## config.mk

```make
export PLATFORM = sky130hd
export DESIGN_NAME = ids_lab05_dec_sequencer
export DESIGN_NICKNAME = d
export VERILOG_FILES = /design/src/rtl/ids_lab05_dec_sequencer.sv
export SDC_FILE = /design/constraint.sdc
export NUM_CORES = 1
export LEC_CHECK = 0
export BUFFER_PORTS_ARGS = -buffer_cell sky130_fd_sc_hd__buf_2
export CORE_AREA = 2 2 45 47
export CTS_BUF_LIST = sky130_fd_sc_hd__clkbuf_16
export CTS_CLUSTER_SIZE = 40
export DETAILED_ROUTE_END_ITERATION = 7
export DIE_AREA = 0 0 47 49
export PLACE_DENSITY = 0.79
export SLEW_MARGIN = 20
export SYNTH_ARGS = -nofsm -noshare
export SYNTH_HDL_FRONTEND = slang
export SYNTH_SLANG_ARGS = --single-unit
```

## constraint.sdc

```tcl
create_clock -name CLK -period 3.3 [get_ports CLK]
set_input_delay 0.165 -clock CLK [delete_from_list [all_inputs] [get_ports CLK]]
set_output_delay 0.165 -clock CLK [all_outputs]
set_load 0.02 [all_outputs]
```

## src/rtl/ids_lab05_dec_sequencer.sv

```systemverilog
// Purpose: drives select (A) and enable (E) of a 1-to-2 decoder, either one commanded pair or a 4-step sweep.
// Latency: START accepted at edge t gives valid A/E/BUSY from t+1; DONE pulses the cycle after the last busy cycle.
// Backpressure: none; START is ignored while busy, ABORT returns to idle on the next edge.
module ids_lab05_dec_sequencer #(
    parameter int DWELL = 4,
    parameter int GAP   = 1
) (
    input  logic       CLK,
    input  logic       RST_N,
    input  logic       START,
    input  logic       MODE,
    input  logic       SEL_IN,
    input  logic       EN_IN,
    input  logic       ABORT,
    output logic       A,
    output logic       E,
    output logic       BUSY,
    output logic       DONE,
    output logic [1:0] STEP
);

    typedef enum logic [1:0] {
        S_IDLE  = 2'd0,
        S_DRIVE = 2'd1,
        S_GAP   = 2'd2
    } state_t;

    // Reload values for the 8-bit dwell/gap counter; the gap reload is unused when GAP is 0.
    localparam logic [7:0] DWELL_M1 = 8'(DWELL - 1);
    localparam logic [7:0] GAP_M1   = (GAP > 0) ? 8'(GAP - 1) : 8'd0;

    state_t     state, state_nxt;
    logic [7:0] cnt, cnt_nxt;
    logic       mode_q, mode_nxt;
    logic       a_nxt, e_nxt, busy_nxt, done_nxt;
    logic [1:0] step_nxt;
    logic [1:0] step_inc;

    // Next sweep step; its two bits are also the {A,E} pair for that step.
    assign step_inc = STEP + 2'd1;

    // State and output registers; every output comes straight from a flop.
    always_ff @(posedge CLK) begin
        if (!RST_N) begin
            state  <= S_IDLE;
            cnt    <= 8'd0;
            mode_q <= 1'b0;
            A      <= 1'b0;
            E      <= 1'b0;
            BUSY   <= 1'b0;
            DONE   <= 1'b0;
            STEP   <= 2'd0;
        end else begin
            state  <= state_nxt;
            cnt    <= cnt_nxt;
            mode_q <= mode_nxt;
            A      <= a_nxt;
            E      <= e_nxt;
            BUSY   <= busy_nxt;
            DONE   <= done_nxt;
            STEP   <= step_nxt;
        end
    end

    // Next-state and next-output decode; ABORT overrides everything else.
    always_comb begin
        state_nxt = state;
        cnt_nxt   = cnt;
        mode_nxt  = mode_q;
        a_nxt     = A;
        e_nxt     = E;
        busy_nxt  = BUSY;
        done_nxt  = 1'b0;
        step_nxt  = STEP;

        case (state)
            S_IDLE: begin
                a_nxt    = 1'b0;
                e_nxt    = 1'b0;
                busy_nxt = 1'b0;
                step_nxt = 2'd0;
                if (START) begin
                    state_nxt = S_DRIVE;
                    mode_nxt  = MODE;
                    cnt_nxt   = DWELL_M1;
                    busy_nxt  = 1'b1;
                    // Sweep always begins with the 00 pair.
                    a_nxt     = MODE ? 1'b0 : SEL_IN;
                    e_nxt     = MODE ? 1'b0 : EN_IN;
                end
            end
            S_DRIVE: begin
                if (cnt != 8'd0) begin
                    cnt_nxt = cnt - 8'd1;
                end else if (!mode_q || STEP == 2'd3) begin
                    state_nxt = S_IDLE;
                    a_nxt     = 1'b0;
                    e_nxt     = 1'b0;
                    busy_nxt  = 1'b0;
                    done_nxt  = 1'b1;
                    step_nxt  = 2'd0;
                end else if (GAP > 0) begin
                    state_nxt = S_GAP;
                    a_nxt     = 1'b0;
                    e_nxt     = 1'b0;
                    cnt_nxt   = GAP_M1;
                end else begin
                    step_nxt = step_inc;
                    a_nxt    = step_inc[1];
                    e_nxt    = step_inc[0];
                    cnt_nxt  = DWELL_M1;
                end
            end
            S_GAP: begin
                a_nxt = 1'b0;
                e_nxt = 1'b0;
                if (cnt != 8'd0) begin
                    cnt_nxt = cnt - 8'd1;
                end else begin
                    state_nxt = S_DRIVE;
                    step_nxt  = step_inc;
                    a_nxt     = step_inc[1];
                    e_nxt     = step_inc[0];
                    cnt_nxt   = DWELL_M1;
                end
            end
            default: begin
                state_nxt = S_IDLE;
            end
        endcase

        if (ABORT) begin
            state_nxt = S_IDLE;
            cnt_nxt   = 8'd0;
            a_nxt     = 1'b0;
            e_nxt     = 1'b0;
            busy_nxt  = 1'b0;
            done_nxt  = 1'b0;
            step_nxt  = 2'd0;
        end
    end

endmodule

```

==> flow_metrics.tcl, run 1 <==
set metrics [dict create \
    hold_path_end "mode_q" \
    peakVddDrop_mv 0.282 \
    hold_violations 0 \
    final_cell_mix "dfxtp_1, a21oi_1, buf_2" \
    fmax_ghz 0.457 \
    worstPathMaxFanout 11 \
    syn_inst 123 \
    ys_warn_count 0 \
    critPathLaunch "cnt[0]" \
    synth_area_leaders "dfxtp_1, ha_1, a21oi_1, a31o_2, nand4_1" \
    grt_setup_unrepaired "no" \
    gp_congestion 0.807 \
    cts_buffers 3 \
    worst_slew_pin_slew_ns 0.718 \
    syn-cell-area_um2 1030 \
    worstPathRequired_ns 3.45 \
    rrSetupSlack_ns 1.11 \
    synth_top_area_share 0.330 \
    setup_viol 0 \
    grt_pass1_vias 887 \
    drt_iter0_markers 13 \
    num_vias 981 \
    diodes 0 \
    synthToLayoutAreaGrowth_pct 15.0 \
    postCtsHoldBufs 0 \
    wl_per_cell_um 14.6 \
    worst_slack_ns 1.11 \
    synth.distinct_cells 33 \
    endpoint_kind "flip-flop" \
    whs_ns 0.152 \
    power.density_nw_per_um2 469 \
    initial_core_util 0.560 \
    fin_worst_skew_ns 0.00150 \
    dp_hpwl_um 1620 \
    grt_max_degree 12 \
    drt_wl_total_um 2360 \
    final_util 0.644 \
    htreeDepth 1 \
    slew_viol_final 0 \
    io_buffers 12 \
    post-place-ws_ns 1.21 \
    syn-mean-instance-area_um2 8.38 \
    final_common_cell "dfxtp_1" \
    yosysTopAreaCell "dfxtp_1" \
    drive_gt1_frac 0.179 \
    worstSetupPathType "flip-flop to flip-flop" \
    ant_nets 0 \
    finalPower_w 0.000557 \
    period_minus_slack_ns 2.19 \
    synth_fp_nets 138 \
    drc 0 \
    critPathArrivalTime_ns 2.34 \
    crit_path_start_kind "flip-flop" \
    final_nets 150 \
    min_from "RST_N" \
    r2r.worst_path.cells 6 \
    cts_resized 0 \
    viasPerCell 6.09 \
    cts_tree "yes" \
    cts_root_buf "clkbuf_16" \
    antenna_found_initial 0 \
    placement_rows 16 \
    ys_seq_area_frac 0.330 \
    core_area_um2 1840 \
    whs_path_depth 2 \
    hp-class "primary input to flip-flop" \
    drtPass1Iterations 4 \
    setup_tns_ns 0 \
    regToRegEndpoint "cnt[0]" \
    synth_seq_cells 17 \
    clk_path_buf_depth 2 \
    grtUsageTotal 0.218 \
    grt_overflow_total 0 \
    drv_cap 0 \
    relSlewSlack 0.517 \
    num_io_pins 13 \
    fp.dieH_um 49 \
    grt_pass1_wl_um 3760 \
    clk_latency_ns 0.25 \
    clk_pin_slew_ns 0.05 \
    regArea_um2 340 \
    die-area_um2 2300 \
    status "finished clean" \
    multi_input_area_um2 642 \
    nFillCells 170 \
    die_x_um 47 \
    cts_sinks 17 \
    postCtsSetupBuffers 0 \
    r2r_start "cnt[0]" \
    leakagePower_nw 0.492 \
    period_share 0.664 \
]
-- logic make-up (layout without fill, tap and decap cells) --
| kind of cell | Yosys count | count (layout) | synth area share |
|---|---|---|---|
| compound gates | 37 | 37 | 0.232 |
| flops | 17 | 17 | 0.330 |
| buf+inv | 13 | 24 | 0.0473 |
| mux | 2 | 2 | 0.0194 |
| fa+ha+maj | 8 | 8 | 0.0971 |
| simple gates | 46 | 46 | 0.274 |
-- synth_stat cells --
cell type,number
o221ai_1,1
a21boi_0,1
a211oi_1,2
a31oi_1,1
nor3b_1,1
mux2i_1,2
or4_1,3
o21ai_0,6
or4b_1,1
a31o_2,5
clkbuf_1,5
nand3b_1,1
inv_1,8
or3_1,2
nand4b_1,1
nand2_1,7
nand4_1,5
nand2b_1,4
and3_1,2
a21oi_1,15
dfxtp_1,17
or4b_2,1
a211o_1,2
a21o_1,1
ha_1,8
nor3_1,4
nor2b_1,3
o2bb2ai_1,2
a21bo_2,1
nor4b_4,1
nand3_1,3
nor2_1,5
nor4_1,2
-- through the flow --
step | instance area [um^2] | cells
after detailed placement | 1110 | 157
after global placement | 1110 | 157
after floorplan | 1030 | 123
after global routing | 1190 | 161
final | 1190 | 161
after CTS | 1190 | 161
-- power by group --
group / switching, W / internal, W
Combinational: 0.0000559 / 0.0000375
Clock: 0.0000790 / 0.000162
Sequential: 0.00000884 / 0.000213
Total: 0.000144 / 0.000413
-- how the worst max path moves through the flow --
stage	endpoint
global placement	E
global route	cnt[0]
finish	cnt[0]
detailed placement	cnt[1]
floorplan	E
CTS	STEP[0]
-- sequential cells by signal (all words and copies together) (netlist names) --
register	flops
cnt	8
STEP	2
state	2
A	1
BUSY	1
DONE	1
E	1
mode_q	1
-- routing by layer --
metal	wire, um	up-vias	GRT usage
met5	0	-	0
met4	44	0	0.0833
met3	126	6	0.0222
met2	1110	33	0.363
met1	1070	458	0.277
li1	-	484	-
-- critical path, cell delays in order (launching register included) --
cell and delay (ns):
dfxtp_1 0.35, inv_1 0.11, ha_1 0.17, nor4b_4 0.37, nand4_1 0.49, and3_1 0.39, a211oi_1 0.21
-- area by class of cell --
| class | instances | area share |
|---|---|---|
| Inverter | 8 | 0.0253 |
| Clock buffer | 3 | 0.0633 |
| Clock inverter | 1 | 0.00422 |
| Tap cell | 27 | 0.0285 |
| Multi-Input combinational cell | 93 | 0.541 |
| Sequential cell | 17 | 0.287 |
| Timing Repair Buffer | 12 | 0.0506 |
Note: power is estimated with default switching activity, not from simulation.
==> run 2: changes to the inputs <==
CORE_AREA = 2 2 49 51   (was 2 2 45 47)
DIE_AREA = 0 0 51 53   (was 0 0 47 49)
PLACE_DENSITY = 0.7   (was 0.79)
clock period = 1.8 ns   (was 3.3 ns; I/O delays follow)
==> run 2 against run 1 <==
Effect of this change: the flow now finishes with violations (setup timing); clock power increased by 85%; final area rose by 23%; power increased by 100%; via count is 12% higher; die area is 17% higher; routed wire length grew 21%; count of clock-buffer cells in the layout unchanged; sequential cell count is the same; critical path depth unchanged; setup slack got worse by 1.2 ns; global-route usage is 0.25 points higher; clock skew is 0.0025 ns higher; critical endpoint is now E; largest cell class unchanged; highest routed layer unchanged.
==> flow_metrics.tcl, run 2 (synthesized netlist as in run 1, its figures left out) <==
set metrics [dict create \
    drc 0 \
    wl_per_cell_um 15.3 \
    num_io_pins 13 \
    cts_buffers 3 \
    htreeDepth 1 \
    relSlewSlack 0.665 \
    clk_pin_slew_ns 0.05 \
    core_area_um2 2150 \
    num_vias 1096 \
    largest_reg_flops 8 \
    fp.dieH_um 53 \
    violations "setup timing" \
    final_nets 175 \
    gp_congestion 0.794 \
    grt_overflow_total 0 \
    worstPathRequired_ns 1.97 \
    io_buffers 12 \
    dp_hpwl_um 1930 \
    placedCellCount 177 \
    fin_worst_skew_ns 0.00402 \
    hp-class "primary input to flip-flop" \
    fmax_ghz 0.535 \
    drt_iter0_markers 17 \
    peakVddDrop_mv 0.581 \
    final_common_cell "buf_4" \
    final_cell_mix "buf_4, dfxtp_1, buf_2" \
    critPathArrivalTime_ns 2.04 \
    period_share 1.04 \
    worst_slack_ns -0.0689 \
    diodes 0 \
    drt_wl_total_um 2860 \
    hold_violations 0 \
    whs_ns 0.0796 \
    crit_chain "inv_2, ha_4, or4b_4, or4_4, a211o_1, a21oi_1" \
    synthToLayoutAreaGrowth_pct 41.6 \
    die-area_um2 2700 \
    grt_setup_unrepaired "yes" \
    worstSetupPathType "flip-flop to flip-flop" \
    cts_tree "yes" \
    drtPass1Iterations 4 \
    leakagePower_nw 0.630 \
    clk_latency_ns 0.25 \
    drv_cap 0 \
    power.density_nw_per_um2 765 \
    grtUsageTotal 0.220 \
    grt_pass1_wl_um 4400 \
    grt_max_degree 12 \
    largest_register "cnt" \
    antenna_found_initial 0 \
    initial_core_util 0.480 \
    placement_rows 17 \
    drive_gt1_frac 0.403 \
    finalNonFillerCells 187 \
    cts_sinks 17 \
    reg.largest.list "cnt (8), STEP (2), state (2)" \
    worst_slew_pin_slew_ns 0.503 \
    ant_nets 0 \
    viasPerCell 5.86 \
    cts_root_buf "clkbuf_16" \
    slowest_stage "or4b_4" \
    max_stage_delay_ns 0.47 \
    worstPathMaxFanout 2 \
    die_x_um 51 \
    slew_viol_final 0 \
    setup_viol 2 \
    endpoint_kind "flip-flop" \
    period_minus_slack_ns 1.87 \
    status "complete, but fails checks" \
    clk_path_buf_depth 2 \
    crit_path_start_kind "flip-flop" \
    grt_pass1_vias 1067 \
]
-- run 2: changes by cell type in the layout (fill, tap and decap cells not counted), moves of 2 or more --
cell	change
a21oi_1	-5
a21oi_2	+5
a31o_2	-2
a31o_4	+2
buf_4	+24
inv_2	+2
or4_1	-2
or4_4	+2
or4b_4	+2
-- run 2: critical path: cells and delay by family, from the launching register on --
family / cells / cell delay, ns
buffers and inverters: 1 / 0.07
adders and majority gates: 1 / 0.13
DFF: 1 / 0.32
AOI/OAI and AO/OA: 2 / 0.38
and+or+nand+nor: 2 / 0.89
-- run 2: cell type report --
cell class / instances / area [um^2]
Multi-Input combinational cell: 93 / 723
Clock buffer: 3 / 75.1
Timing Repair Buffer: 37 / 251
Sequential cell: 17 / 342
Tap cell: 28 / 35.0
Fill cell: 175 / 688
Clock inverter: 1 / 3.75
Inverter: 8 / 30.0
-- run 2: per-stage QoR --
| step | worst slack [ns] | utilization | power, W | setup TNS [ns] | area, um^2 |
|---|---|---|---|---|---|
| after floorplan | -0.00397 | - | 0.000543 | -0.00397 | 1040 |
| after global placement | -0.0194 | 0.587 | 0.000621 | -0.0194 | 1260 |
| after detailed placement | -0.0723 | 0.587 | 0.000629 | -0.0723 | 1260 |
| after CTS | -0.0742 | 0.642 | 0.00109 | -0.0742 | 1380 |
| after global routing | -0.121 | 0.680 | 0.00116 | -0.951 | 1460 |
| final | -0.0689 | 0.680 | 0.00112 | -0.0748 | 1460 |
-- run 2: routing by layer --
layer  track usage  vias to the layer above  part of all wire
met4         0.140                        0             0.041
met1         0.230                      521              0.41
met5             0                        -                 0
met2         0.400                       26              0.52
met3        0.0452                       15             0.029
li1              -                      534                 -
-- run 2: power by group --
part	total, W	internal [W]	switching, W
logic	0.000267	0.000133	0.000134
clock network	0.000445	0.000295	0.000149
registers	0.000405	0.000391	0.0000135
-- run 2: worst paths after layout --
path / start / end / slack, ns / cells past startpoint
worst min-delay path: RST_N / mode_q / 0.08 / 2
worst max register to register: cnt[0] / E / -0.07 / 6
worst min register to register: A / A / 0.47 / 2
worst max-delay path: cnt[0] / E / -0.07 / 6
-- run 2: what timing repair did --
action                                  4_1_cts  5_1_grt
hold buffers                                  0        0
endpoints found under the setup margin        7       15
gates resized for setup                       4       13
gates cloned                                  0        0
setup buffers                                 3        3
pin swaps                                     5       13
==> run 3: changes to the inputs <==
ABC_AREA = 1   (was not set)
CORE_AREA = 2 2 51 53   (was 2 2 49 51)
DIE_AREA = 0 0 53 55   (was 0 0 51 53)
PLACE_DENSITY = 0.72   (was 0.7)
==> run 3 against run 2 <==
Effect of this change: the run now ends clean; register-to-register slack better by 0.22 ns; global-route usage down 2.7 points; clock power about the same; critical path depth up 3; maximum frequency up 13%; sequential share of layout area up 1.8 points; synthesized cell count up 37%; power up 11%; worst hold slack better by 0.027 ns; setup slack better by 0.22 ns; largest cell class unchanged; largest power group unchanged.
==> flow_metrics.tcl, run 3 <==
set metrics [dict create \
    grt_pass1_vias 960 \
    whs_path_depth 3 \
    synth.most_common_cell "nand2_1" \
    regToRegEndpoint "cnt[0]" \
    ys.flop_type "dfxtp_1" \
    drt_iter0_markers 30 \
    num_vias 1083 \
    synth.distinct_cells 26 \
    drc 0 \
    ys_warn_count 0 \
    io_buffers 12 \
    status "finished clean" \
    worstPathRequired_ns 1.94 \
    postCtsSetupBuffers 0 \
    final_nets 201 \
    viasPerCell 5.04 \
    synth_area_leaders "dfxtp_1, nand2_1, nor2_1, ha_1, inv_1" \
    fmax_ghz 0.606 \
    finalPower_w 0.00124 \
    worstPathMaxFanout 9 \
    dp_hpwl_um 1980 \
    worst_slack_ns 0.150 \
    num_io_pins 13 \
    ant_nets 0 \
    clk_path_buf_depth 2 \
    hold_path_end "mode_q" \
    syn-cell-area_um2 1170 \
    syn-mean-instance-area_um2 6.94 \
    crit_path_start_kind "flip-flop" \
    syn_inst 169 \
    worst-path-buf-inv 2 \
    max_stage_delay_ns 0.39 \
    drtPass1Iterations 5 \
    grt_max_degree 15 \
    wl_per_cell_um 11.9 \
    synthToLayoutAreaGrowth_pct 15.7 \
    die-area_um2 2920 \
    power.density_nw_per_um2 916 \
    endpoint_kind "flip-flop" \
    final_common_cell "nand2_1" \
    placement_rows 18 \
    die_x_um 53 \
    rrSetupSlack_ns 0.15 \
    core_area_um2 2360 \
    worst_slew_pin_slew_ns 0.263 \
    htreeDepth 1 \
    leakagePower_nw 0.651 \
    finalNonFillerCells 215 \
    setup_tns_ns 0 \
    drt_wl_total_um 2560 \
    cts_root_buf "clkbuf_16" \
    worstSetupPathType "flip-flop to flip-flop" \
    slowest_stage "dfxtp_1" \
    yosysTopAreaCell "dfxtp_1" \
    antenna_found_initial 0 \
    diodes 0 \
    largest_register "cnt" \
    synth_seq_cells 17 \
    async_flop_share 0 \
    clk_pin_slew_ns 0.05 \
    peakVddDrop_mv 0.534 \
    synth_fp_nets 184 \
    gp_congestion 0.821 \
    period_minus_slack_ns 1.65 \
    min_from "RST_N" \
    synth_top_area_share 0.290 \
    clk_latency_ns 0.25 \
    cts_tree "yes" \
    hold_violations 0 \
    regArea_um2 342 \
    grt_overflow_total 0 \
    crit_chain "inv_1, ha_1, inv_1, nor2_4, nor2_8, a21boi_4, nand2_1, nor2_1, nor2_1" \
    critPathLaunch "state[1]" \
    setup_viol 0 \
    cts_sinks 17 \
    multi_input_area_um2 718 \
    cts_buffers 3 \
    fp.dieH_um 55 \
    hp-class "primary input to flip-flop" \
    grt_pass1_wl_um 4040 \
    grtUsageTotal 0.193 \
    r2r.worst_path.cells 9 \
    r2r_start "state[1]" \
    synth_edf_count 0 \
    drive_gt1_frac 0.200 \
    critPathArrivalTime_ns 1.79 \
    ys_seq_area_frac 0.290 \
    drv_cap 0 \
    reg.largest.list "cnt (8), STEP (2), state (2)" \
    slew_viol_final 0 \
    placedCellCount 211 \
    nFillCells 230 \
    largest_reg_flops 8 \
    relSlewSlack 0.825 \
    period_share 0.916 \
    fin_worst_skew_ns 0.00384 \
    initial_core_util 0.496 \
    yosys-top-cells-count "nand2_1, nor2_1, inv_1, dfxtp_1, nand3_1" \
    post-place-ws_ns 0.144 \
    final_cell_mix "nand2_1, nor2_1, inv_1" \
    grt_setup_unrepaired "no" \
    cp_top_family "simple AND/OR/NAND/NOR gates" \
]
==> run 3: changes by cell type after synthesis, moves of 5 or more <==
cell	previous run	this run
nor2_1	5	28
a31o_2	5	0
nand3_1	3	12
a21oi_1	15	8
nand2_1	7	31
inv_1	8	26
==> run 3: cell families after synthesis <==
family | Yosys count | synth area share
compound gates | 22 | 0.117
fa+ha+maj | 8 | 0.0853
buf+inv | 30 | 0.100
flops | 17 | 0.290
simple gates | 92 | 0.407
==> run 3: stage by stage <==
stage               area, um^2   util  hold slack (ns)
floorplan                 1170      -            0.207
global placement          1270  0.539            0.351
detailed placement        1270  0.539            0.358
CTS                       1350  0.572            0.102
global route              1360  0.574            0.138
finish                    1360  0.574            0.106
==> run 3: where the power goes <==
part / leakage [nW] / internal (W) / total, W / switching, W
logic: 0.470 / 0.000132 / 0.000375 / 0.000243
registers: 0.139 / 0.000400 / 0.000423 / 0.0000232
clock network: 0.0423 / 0.000295 / 0.000445 / 0.000150
==> run 3: layout make-up <==
cell class | instances | share of cell area
clock inverters | 1 | 0.00276
inverters | 29 | 0.0839
flip-flops and latches | 17 | 0.252
multi-input cells | 122 | 0.529
well taps | 30 | 0.0276
clock buffers | 3 | 0.0553
repair buffers | 13 | 0.0498
==> run 3: worst max-delay path by stage <==
stage | end | cells past startpoint
floorplan | cnt[0] | 9
global placement | cnt[1] | 9
detailed placement | cnt[1] | 9
CTS | cnt[1] | 9
global route | cnt[1] | 9
finish | cnt[0] | 9
==> run 3: timing repair <==
action                     4_1_cts  5_1_grt
setup endpoints to repair        0        3
hold buffers                     0        0
gates resized for setup          0        2
==> run 3: layer usage <==
metal  global-route usage  wire [um]  vias to the layer above
li1                     -          -                      571
met1                0.221       1150                      484
met2                0.348       1310                       24
met3               0.0323         68                        4
met4               0.0983         29                        0
met5                    0          0                        -
==> run 3: worst register-to-register path, cell delays in order, from the launching register on <==
cell and delay, ns:
dfxtp_1 0.39, inv_1 0.09, ha_1 0.24, inv_1 0.12
nor2_4 0.06, nor2_8 0.13, a21boi_4 0.25, nand2_1 0.10
nor2_1 0.12, nor2_1 0.04
